### config.mk
export PLATFORM = sky130hd
export DESIGN_NAME = bcd_seq_conv
export DESIGN_NICKNAME = d
export VERILOG_FILES = /design/src/rtl/bcd_seq_conv.sv
export SDC_FILE = /design/constraint.sdc
export NUM_CORES = 1
export LEC_CHECK = 0
export BUFFER_PORTS_ARGS = -buffer_cell sky130_fd_sc_hd__buf_2
export CAP_MARGIN = 0
export CORE_MARGIN = 1.5
export CORE_UTILIZATION = 62
export CTS_BUF_LIST = sky130_fd_sc_hd__clkbuf_2
export DETAILED_ROUTE_END_ITERATION = 8
export PLACE_DENSITY = 0.95
export SLEW_MARGIN = 20
export SYNTH_ARGS = -nofsm -noshare
export SYNTH_HDL_FRONTEND = slang
export SYNTH_SLANG_ARGS = --single-unit
### constraint.sdc
create_clock -name clk -period 2.8 [get_ports clk]
set_input_delay 0.14 -clock clk [delete_from_list [all_inputs] [get_ports clk]]
set_output_delay 0.14 -clock clk [all_outputs]
set_load 0.01 [all_outputs]
### src/rtl/bcd_seq_conv.sv
// bcd_seq_conv: sequential binary-to-BCD converter (shift-add-3, one bit per clock).
// Accepts a WIDTH-bit operand on start, produces hundreds/tens/ones digits with a
// one-cycle done pulse WIDTH+1 edges after acceptance. Reset (ar) is synchronous,
// active-high.
// Optional build macro BCD_SEQ_CONV_SIGNED_EN: treat binary as two's complement,
// convert the magnitude and report the sign on neg. Without it neg is tied to 0.
module bcd_seq_conv #(
    parameter int WIDTH = 8
) (
    input  logic             clk,
    input  logic             ar,
    input  logic             start,
    input  logic [WIDTH-1:0] binary,
    output logic             busy,
    output logic             done,
    output logic [3:0]       hundreds,
    output logic [3:0]       tens,
    output logic [3:0]       ones,
    output logic             neg
);

    localparam int CW = $clog2(WIDTH + 1);

    typedef enum logic [1:0] {
        IDLE   = 2'd0,
        SHIFT  = 2'd1,
        FINISH = 2'd2
    } state_t;

    state_t           state_q, state_d;
    logic [WIDTH-1:0] shreg_q, shreg_d;
    logic [11:0]      scratch_q, scratch_d;
    logic [CW-1:0]    cnt_q, cnt_d;
    logic             done_q, done_d;
    logic [3:0]       hundreds_q, hundreds_d;
    logic [3:0]       tens_q, tens_d;
    logic [3:0]       ones_q, ones_d;
    logic [WIDTH-1:0] operand;
    logic [11:0]      adj;

    // Add 3 to every BCD nibble that is 5 or more, so the following shift carries correctly.
    function automatic logic [11:0] add3(input logic [11:0] s);
        logic [11:0] r;
        r = s;
        for (int i = 0; i < 3; i++) begin
            if (r[i*4 +: 4] >= 4'd5) begin
                r[i*4 +: 4] = r[i*4 +: 4] + 4'd3;
            end
        end
        return r;
    endfunction

`ifdef BCD_SEQ_CONV_SIGNED_EN
    logic sign_q, sign_d;
    logic neg_q, neg_d;

    // Magnitude of the two's-complement operand; WIDTH-bit unsigned, so the most
    // negative value maps to 2**(WIDTH-1) without overflow.
    always_comb begin
        operand = binary[WIDTH-1] ? (WIDTH'(0) - binary) : binary;
    end

    // Sign is captured on acceptance and published together with the digits.
    always_comb begin
        sign_d = sign_q;
        neg_d  = neg_q;
        if (state_q == IDLE && start) begin
            sign_d = binary[WIDTH-1];
        end
        if (state_q == FINISH) begin
            neg_d = sign_q;
        end
    end

    // Sign registers.
    always_ff @(posedge clk) begin
        if (ar) begin
            sign_q <= 1'b0;
            neg_q  <= 1'b0;
        end else begin
            sign_q <= sign_d;
            neg_q  <= neg_d;
        end
    end

    assign neg = neg_q;
`else
    // Unsigned build: operand is used as-is and the sign output is constant.
    always_comb begin
        operand = binary;
    end

    assign neg = 1'b0;
`endif

    // Next-state and datapath: accept, shift WIDTH times, then publish the digits.
    always_comb begin
        // NOTE: every signal gets a default first so no path can leave it unassigned and infer a latch.
        state_d    = state_q;
        shreg_d    = shreg_q;
        scratch_d  = scratch_q;
        cnt_d      = cnt_q;
        done_d     = 1'b0;
        hundreds_d = hundreds_q;
        tens_d     = tens_q;
        ones_d     = ones_q;
        adj        = add3(scratch_q);
        case (state_q)
            IDLE: begin
                if (start) begin
                    shreg_d   = operand;
                    scratch_d = '0;
                    cnt_d     = CW'(WIDTH);
                    state_d   = SHIFT;
                end
            end
            SHIFT: begin
                {scratch_d, shreg_d} = {adj[10:0], shreg_q, 1'b0};
                cnt_d = cnt_q - CW'(1);
                if (cnt_q == CW'(1)) begin
                    state_d = FINISH;
                end
            end
            FINISH: begin
                hundreds_d = scratch_q[11:8];
                tens_d     = scratch_q[7:4];
                ones_d     = scratch_q[3:0];
                done_d     = 1'b1;
                state_d    = IDLE;
            end
            default: begin
                state_d = IDLE;
            end
        endcase
    end

    // State and datapath registers with synchronous reset.
    always_ff @(posedge clk) begin
        // NOTE: non-blocking assignments so every flop samples pre-edge values regardless of statement order.
        if (ar) begin
            state_q    <= IDLE;
            shreg_q    <= '0;
            scratch_q  <= '0;
            cnt_q      <= '0;
            done_q     <= 1'b0;
            hundreds_q <= '0;
            tens_q     <= '0;
            ones_q     <= '0;
        end else begin
            state_q    <= state_d;
            shreg_q    <= shreg_d;
            scratch_q  <= scratch_d;
            cnt_q      <= cnt_d;
            done_q     <= done_d;
            hundreds_q <= hundreds_d;
            tens_q     <= tens_d;
            ones_q     <= ones_d;
        end
    end

    assign busy     = (state_q != IDLE);
    assign done     = done_q;
    assign hundreds = hundreds_q;
    assign tens     = tens_q;
    assign ones     = ones_q;

endmodule

==> metrics.cfg, run 1 <==
[run_status]
outcome=complete, but fails checks
violations=negative hold slack

[timing]
finClkSkew_ns=0.0128
fin_tns_setup_ns=0
timing.hold.ws_ns=-0.00467
worst_slew_pin_slew_ns=0.793
rsz0062_at_grt=no
setup_ws_ns=1.09
period_needed_ns=1.71
period_share_pct=60.9
fmax_mhz=586
slew_headroom_pct=47.0
slew_viol_final=0
finalSetupViolations=0
hold_viol_final=3

[detailed_routing]
vias_per_cell=5.51
drcViolationCount=0
final_antenna_net_count=0
drtIter0Drc=83
drt_pre_antenna_iters=4
vias=1411
routedWlPerCell_um=12.6
drt-total-wl_mm=3.23

[cells_and_area]
final_cell_mix=39 x nand2_1, 39 x dfxtp_1, 24 x buf_2
post-route-util_pct=73.5
design_area_um2=1870
final_nets=244
drive_gt1_share_pct=15.5
finalNonFillerCells=256
n_antenna_cell=0
n_fill_cell=211
area_delta_synth_final_pct=9.36

[grt]
grt_pass1_wl_mm=5.57
grt_pass1_vias=1232
antenna_found_initial=0
grt_max_degree=33
overflow=0
grt_use_total_pct=22.8

[floorplanning]
fp-row-count=18
start_util_pct=67.2
core-area_um2=2540
die_w_um=55.5
ios=26
die-area_um2=3080
die_y_um=55.5

[power]
power.density_nw_per_um2=489
p_leak_uw=0.000783
ir_drop_v=0.000467

[critical_path]
startpoint_type=flop
required_ns=3.11
r2r_cells=3
path_max_fanout=11
cp_cell_sequence=nor2b_1 -> nand2_1 -> a311oi_1
worstSetupPathType=flop to flop
cp_slowest_cell=nor2b_1
arrival_ns=2.01
slowest_delay_ns=0.69
critPathCaptureType=flop

[synth]
synth_edf_count=0
synthesis.nets=222
synth.distinct_cells=30
avgSynthCellArea_um2=8.43
yosysWarnings=0
ys_seq_elements=39
synthCells=203
yosys_most_used_dff=dfxtp_1
async_flop_share_pct=0
synth.top_cell.area_share_pct=45.6
synth_top_area_cell=dfxtp_1
synth_area_um2=1710
synth_area_leaders=dfxtp_1 46%, nand2_1 8.6%, a21oi_1 5.9%
synth_seq_area_share_pct=45.6

[place]
dp_hpwl_mm=2.22
place_congestion=0.780
post-place-ws_ns=1.17
dpl-instance-area_um2=1810
dp.cells=246
portBuffers=24

[worst_hold_path]
whs_path_depth=3
hold_class=input port to flop

[cts]
cts_hold_buf=1
clock_path_buffers=2
cts_root_buf=clkbuf_2
cts_buffers=5
cts_tree=built
cts_resized=0
clock_sinks=39
htreeDepth=2
clk-insertion-delay-late_ns=0.38
cts_setup_buffers=0
clkSlewWorstSetupHoldPaths_ns=0.17

[job]
max_cap_viol_count=0

==> metrics by stage <==
step	hold slack, ns	power [µW]
after detailed placement	0.412	694
after floorplan	0.302	672
final	-0.00467	915
after global routing	0.00279	954
after CTS	0.00150	914
after global placement	0.409	690
==> flip-flops by register name (all words and copies together) (netlist names) <==
register,cells
shreg_q,8
hundreds,4
cnt_q,4
scratch_q,12
ones,4
done,1
tens,4
state_q,2
==> cell families after synthesis <==
kind of cell | count (synthesis) | share of synthesized area, %
muxes | 4 | 2.41
other | 1 | 0.219
xor gates and xnor gates | 5 | 2.56
DFF | 39 | 45.6
buffers and inverters | 19 | 4.97
adders and majority gates | 8 | 5.85
AOI/OAI and AO/OA | 46 | 17.6
and+or+nand+nor | 81 | 20.7
==> layer usage <==
| metal | vias to the layer above | GRT usage [%] | wire length [µm] |
|---|---|---|---|
| met5 | - | 0 | 0 |
| met4 | 0 | 9.41 | 51 |
| met3 | 7 | 5.15 | 193 |
| met2 | 37 | 37.4 | 1560 |
| met1 | 636 | 28.8 | 1430 |
| li1 | 731 | - | - |
==> cell usage after synthesis, drive strengths merged (3+ instances only) <==
cell and number:
a21oi 20, a22o 8, a311oi 8, buf 7
clkbuf 4, dfxtp 39, ha 8, inv 8
mux2i 3, nand2 39, nand2b 5, nand3 3
nor2 24, nor3 4, o21ai 6, xnor2 3
==> path summary, 6_finish.rpt <==
check        startpoint    endpoint  slack [ns]
max          state_q[0]  shreg_q[1]        1.09
min           binary[7]  shreg_q[7]      -0.005
max reg2reg  state_q[0]  shreg_q[1]        1.09
min reg2reg     tens[0]     tens[0]        0.46
==> cell type report <==
class	count	area, µm²	share of cell area [%]
clock buffers	6	30.0	1.61
clock inverters	2	7.51	0.401
inverters	8	30.0	1.61
multi-input cells	145	845	45.2
flip-flops and latches	39	781	41.7
well taps	30	37.5	2.01
repair buffers	26	140	7.49
==> report_power, final <==
part	switching, µW	internal, µW
Combinational	58.3	37.3
Clock	170	60.1
Sequential	15.0	574
Total	243	671
==> critical path, delay by kind of cell, from the launching register on <==
family,cells,cell delay (ns)
simple gates,2,0.84
flops,1,0.52
compound gates,1,0.28
(Power assumes the default switching activity.)
==> inputs of run 2 (changes only) <==
--- a/config.mk
+++ b/config.mk
@@ -8,10 +8,10 @@
 export BUFFER_PORTS_ARGS = -buffer_cell sky130_fd_sc_hd__buf_2
 export CAP_MARGIN = 0
 export CORE_MARGIN = 1.5
-export CORE_UTILIZATION = 62
+export CORE_UTILIZATION = 58
 export CTS_BUF_LIST = sky130_fd_sc_hd__clkbuf_2
 export DETAILED_ROUTE_END_ITERATION = 8
-export PLACE_DENSITY = 0.95
+export PLACE_DENSITY = 0.92
 export SLEW_MARGIN = 20
 export SYNTH_ARGS = -nofsm -noshare
 export SYNTH_HDL_FRONTEND = slang
==> constraint.sdc (replaced) <==
create_clock -name clk -period 1.7 [get_ports clk]
set_input_delay 0.085 -clock clk [delete_from_list [all_inputs] [get_ports clk]]
set_output_delay 0.085 -clock clk [all_outputs]
set_load 0.01 [all_outputs]
==> metrics.cfg, run 2 (synthesis gave the netlist of run 1 again) <==
[cts]
cts_buffers=5  ; unchanged
cts_root_buf=clkbuf_2
cts_resized=0  ; unchanged
clock_path_buffers=2  ; unchanged
cts_setup_buffers=0  ; unchanged
clkSlewWorstSetupHoldPaths_ns=0.18  ; about the same
clock_sinks=39  ; unchanged
htreeDepth=2  ; unchanged
cts_tree=built
clk-insertion-delay-late_ns=0.39  ; about the same

[floorplanning]
core-area_um2=2780  ; +9.3%
die_y_um=57.3  ; +3.2%
ios=26  ; unchanged
die-area_um2=3280  ; +6.5%
fp-row-count=19  ; +1
die_w_um=57.3  ; +3.2%
start_util_pct=61.5  ; -5.7 points

[worst_hold_path]
whs_path_depth=4  ; +1
worstHoldEndpoint=shreg_q[0]
min_from=binary[0]
hold_class=input port to flop

[detailed_routing]
routedWlPerCell_um=12.7  ; +0.51%
vias_per_cell=5.51  ; about the same
drt_pre_antenna_iters=4  ; unchanged
final_antenna_net_count=0  ; unchanged
drcViolationCount=0  ; unchanged
vias=1489  ; +5.5%
drtIter0Drc=54  ; -35%
drt-total-wl_mm=3.42  ; +6.0%

[power]
ir_drop_v=0.000859  ; +84%
power.density_nw_per_um2=837  ; +71%
p_leak_uw=0.000859  ; +9.7%

[timing]
period_share_pct=91.6  ; +31 points
fmax_mhz=642  ; +9.5%
rsz0062_at_grt=no
hold_viol_final=0  ; -3
period_needed_ns=1.56  ; -0.149 ns
fin_tns_setup_ns=0  ; unchanged
finClkSkew_ns=0.0142  ; +0.00136 ns
finalSetupViolations=0  ; unchanged
slew_viol_final=0  ; unchanged

[grt]
grt_use_total_pct=22.8  ; about the same
grt_pass1_vias=1340  ; +8.8%
grt_pass1_wl_mm=5.71  ; +2.6%
overflow=0  ; unchanged
grt_max_degree=27  ; -18%
antenna_found_initial=0  ; unchanged

[critical_path]
r2r_setup_slack_ns=0.14  ; -0.95 ns
worstSetupPathType=flop to flop
cp_cell_sequence=inv_1 -> ha_1 -> nand2b_1 -> a21oi_1 -> mux2i_1 -> a22o_1
arrival_ns=1.91  ; -0.10 ns
slowest_delay_ns=0.41  ; -0.28 ns
r2r_cells=6  ; +3
rr_endpoint=scratch_q[6]
critPathCaptureType=flop
startpoint_type=flop
required_ns=2.05  ; -1.06 ns
cp_slowest_cell=dfxtp_1
r2r-start=scratch_q[5]
path_max_fanout=4  ; -7

[place]
place_congestion=0.731  ; -6.3%
dp_hpwl_mm=2.31  ; +4.1%
portBuffers=24  ; unchanged

[cells_and_area]
final_nets=258  ; +5.7%
reg_top3=scratch_q (12), shreg_q (8)
final_cell_mix=39 x nand2_1, 39 x dfxtp_1, 24 x buf_2
area_delta_synth_final_pct=17.8
largest_reg_flops=12  ; unchanged
drive_gt1_share_pct=18.4  ; +2.9 points
regMostFlops=scratch_q
n_antenna_cell=0  ; unchanged
post-route-util_pct=72.4  ; -1.1 points

[job]
max_cap_viol_count=0  ; unchanged

[run_status]
outcome=completed

==> run 2: cell count changes in the layout (fill, tap and decap cells not counted) <==
cell,change
bufinv_16,+1
clkinv_1,-2
buf_4,+8
dlygate4sd3_1,+6
==> run 2: where the power goes <==
group	leakage (µW)	switching [µW]	total [µW]	internal (µW)
sequential	0.000317	26.8	972	946
clock	0.0000391	278	526	248
combinational	0.000502	102	188	86.0
total	0.000859	407	1690	1280
==> run 2: layout make-up <==
cell class | instances | area (µm²)
clock buffers | 6 | 30.0
well taps | 31 | 38.8
multi-input cells | 145 | 845
clock inverters | 1 | 30.0
repair buffers | 40 | 260
inverters | 8 | 30.0
flip-flops and latches | 39 | 781
fillers | 216 | 767
==> run 2: routing by layer <==
metal	global-route usage (%)	wire [µm]	up-vias
met5	0	0	-
met4	9.97	89	0
met3	8.16	188	12
met2	37.4	1660	42
met1	26.8	1480	680
li1	-	-	755
==> run 2: worst max-delay path by stage <==
| stage | startpoint | endpoint | slack (ns) | cells after the start |
|---|---|---|---|---|
| global placement | scratch_q[1] | scratch_q[2] | 0.30 | 6 |
| CTS | scratch_q[5] | scratch_q[6] | 0.16 | 6 |
| floorplan | scratch_q[5] | scratch_q[6] | 0.35 | 6 |
| finish | scratch_q[5] | scratch_q[6] | 0.14 | 6 |
| detailed placement | scratch_q[5] | scratch_q[6] | 0.21 | 6 |
| global route | scratch_q[1] | scratch_q[2] | 0.04 | 6 |
==> run 2: what timing repair did <==
| item | in CTS | in global routing |
|---|---|---|
| endpoints found under the setup margin | 0 | 0 |
| hold buffers | 8 | 0 |
| endpoints found under the hold margin | 11 | 0 |
==> run 2: through the flow <==
stage	worst slack, ns	hold slack (ns)	cell area (µm²)	power (µW)	cells
floorplan	0.350	0.247	1710	1110	203
global placement	0.300	0.355	1870	1150	255
detailed placement	0.213	0.361	1870	1160	255
CTS	0.161	0.0221	2010	1700	270
global route	0.0401	0.0252	2010	1770	270
finish	0.143	0.0451	2010	1690	270
==> run 2: worst max-delay path: cells and delay by family, from the launching register on <==
kind	cells	cell delay, ns
AO/OA/AOI/OAI	2	0.43
adder cells (fa/ha/maj)	1	0.19
buffers and inverters	1	0.10
flip-flops	1	0.41
multiplexers	1	0.24
AND/OR/NAND/NOR	1	0.14
==> inputs of run 3 (changes only) <==
==> constraint.sdc (replaced) <==
create_clock -name clk -period 1.7 [get_ports clk]
set_input_delay 0.34 -clock clk [delete_from_list [all_inputs] [get_ports clk]]
set_output_delay 0.34 -clock clk [all_outputs]
set_load 0.01 [all_outputs]
==> metrics.cfg, run 3 (synthesis gave the netlist of run 1 again) <==
[floorplanning]
start_util_pct=61.5  ; unchanged
die_y_um=57.3  ; unchanged
core-area_um2=2780  ; unchanged
die-area_um2=3280  ; unchanged
die_w_um=57.3  ; unchanged
fp-row-count=19  ; unchanged
ios=26  ; unchanged

[cells_and_area]
ff_latch_area_um2=782  ; +0.16%
largest_reg_flops=12  ; unchanged
n_antenna_cell=0  ; unchanged
final_common_cell=nand2_1
area_delta_synth_final_pct=13.2
regMostFlops=scratch_q
drive_gt1_share_pct=19.5  ; +1.1 points
multi_input_area_um2=845  ; unchanged
n_fill_cell=239  ; +11%
post-route-util_pct=69.6  ; -2.8 points
final_cell_mix=39 x nand2_1, 38 x dfxtp_1, 24 x buf_2
final_nets=250  ; -3.1%
reg_top3=scratch_q (12), shreg_q (8)

[cts]
clock_path_buffers=2  ; unchanged
htreeDepth=2  ; unchanged
cts_setup_buffers=0  ; unchanged
cts_tree=built
clkSlewWorstSetupHoldPaths_ns=0.18  ; about the same
clock_sinks=39  ; unchanged
cts_buffers=5  ; unchanged
clk-insertion-delay-late_ns=0.39  ; about the same
cts_root_buf=clkbuf_2

[critical_path]
crit_cells=2  ; -4
path_max_fanout=9  ; +5
r2r_cells=6  ; unchanged
critPathCapture=busy
critPathBufInv=1  ; unchanged
critPathLaunch=state_q[0]
rr_endpoint=scratch_q[6]
r2r-start=scratch_q[5]
critPathCaptureType=output port
cp_top_family=flip-flops
arrival_ns=1.27  ; -0.64 ns
r2r_setup_slack_ns=0.13  ; about the same
cp_slowest_cell=dfxtp_1
cp_cell_sequence=or2_2 -> buf_2
required_ns=1.36  ; -0.69 ns
startpoint_type=flop
worstSetupPathType=flop to output port
slowest_delay_ns=0.43  ; +0.02 ns

[grt]
grt_max_degree=27  ; unchanged
antenna_found_initial=0  ; unchanged
grt_pass1_wl_mm=5.49  ; -3.9%
grt_pass1_vias=1255  ; -6.3%
grt_use_total_pct=22.1  ; -0.71 points
overflow=0  ; unchanged

[detailed_routing]
drtIter0Drc=55  ; +1.9%
vias_per_cell=5.45  ; -1.2%
drcViolationCount=0  ; unchanged
routedWlPerCell_um=12.5  ; -1.6%
drt_pre_antenna_iters=5  ; +1
drt-total-wl_mm=3.27  ; -4.5%
vias=1428  ; -4.1%
final_antenna_net_count=0  ; unchanged

[run_status]
outcome=completed

[timing]
period_needed_ns=1.61  ; +0.0553 ns
finClkSkew_ns=0.0130  ; -0.00119 ns
fmax_mhz=620  ; -3.4%
rsz0062_at_grt=no
period_share_pct=94.8  ; +3.3 points
hold_viol_final=0  ; unchanged
fin_tns_setup_ns=0  ; unchanged
finalSetupViolations=0  ; unchanged
slew_viol_final=0  ; unchanged

[power]
power.density_nw_per_um2=864  ; +3.2%
ir_drop_v=0.000834  ; -2.9%
p_leak_uw=0.000826  ; -3.8%

[job]
max_cap_viol_count=0  ; unchanged

[place]
portBuffers=24  ; unchanged
place_congestion=0.731  ; unchanged
dp_hpwl_mm=2.31  ; unchanged

[worst_hold_path]
hold_class=input port to flop

==> run 3: layout make-up <==
type / instances / area share [%]
Tap cell: 31 / 2.00
Sequential cell: 39 / 40.4
Inverter: 8 / 1.55
Multi-Input combinational cell: 145 / 43.6
Clock inverter: 1 / 1.55
Clock buffer: 6 / 1.55
Timing Repair Buffer: 32 / 9.31
==> run 3: stage by stage <==
step                hold slack (ns)  total power [µW]  area (µm²)  std cells  worst slack (ns)
floorplan                     0.441              1110        1710        203             0.350
global placement              0.441              1150        1870        255             0.300
detailed placement            0.443              1160        1870        255             0.213
CTS                           0.173              1690        1930        262            0.0365
global route                  0.165              1750        1940        262            0.0154
finish                        0.195              1670        1940        262            0.0878
==> run 3: layer usage <==
layer | track usage [%] | routed length [µm] | vias to the layer above
met1 | 26.7 | 1430 | 651
met3 | 7.71 | 204 | 7
met5 | 0 | 0 | -
met4 | 7.64 | 42 | 0
li1 | - | - | 734
met2 | 36.6 | 1590 | 36
==> run 3: how the worst min path moves through the flow <==
stage / start / to / slack (ns) / cells past startpoint
3_5_place_dp: ones[3] / ones[3] / 0.44 / 2
4_1_cts: binary[6] / shreg_q[6] / 0.17 / 3
5_1_grt: binary[6] / shreg_q[6] / 0.17 / 3
6_report: binary[6] / shreg_q[6] / 0.19 / 3
2_1_floorplan: scratch_q[11] / hundreds[3] / 0.44 / 2
3_3_place_gp: hundreds[1] / hundreds[1] / 0.44 / 2
==> run 3: worst min-delay path, cell delays in order <==
cell and delay [ns]:
buf_2 0.09, nand2_1 0.04, a311oi_1 0.08
==> run 3: timing repair <==
action                                  in CTS  in global routing
resized for setup                            0                  1
hold buffers                                 0                  0
endpoints found under the setup margin       0                  1
endpoints found under the hold margin        0                  0
==> run 3: where the power goes <==
part	leakage [µW]	internal, µW	switching, µW	total [µW]
Clock	0.0000391	248	281	529
Combinational	0.000469	74.0	98.4	172
Sequential	0.000318	946	25.6	971
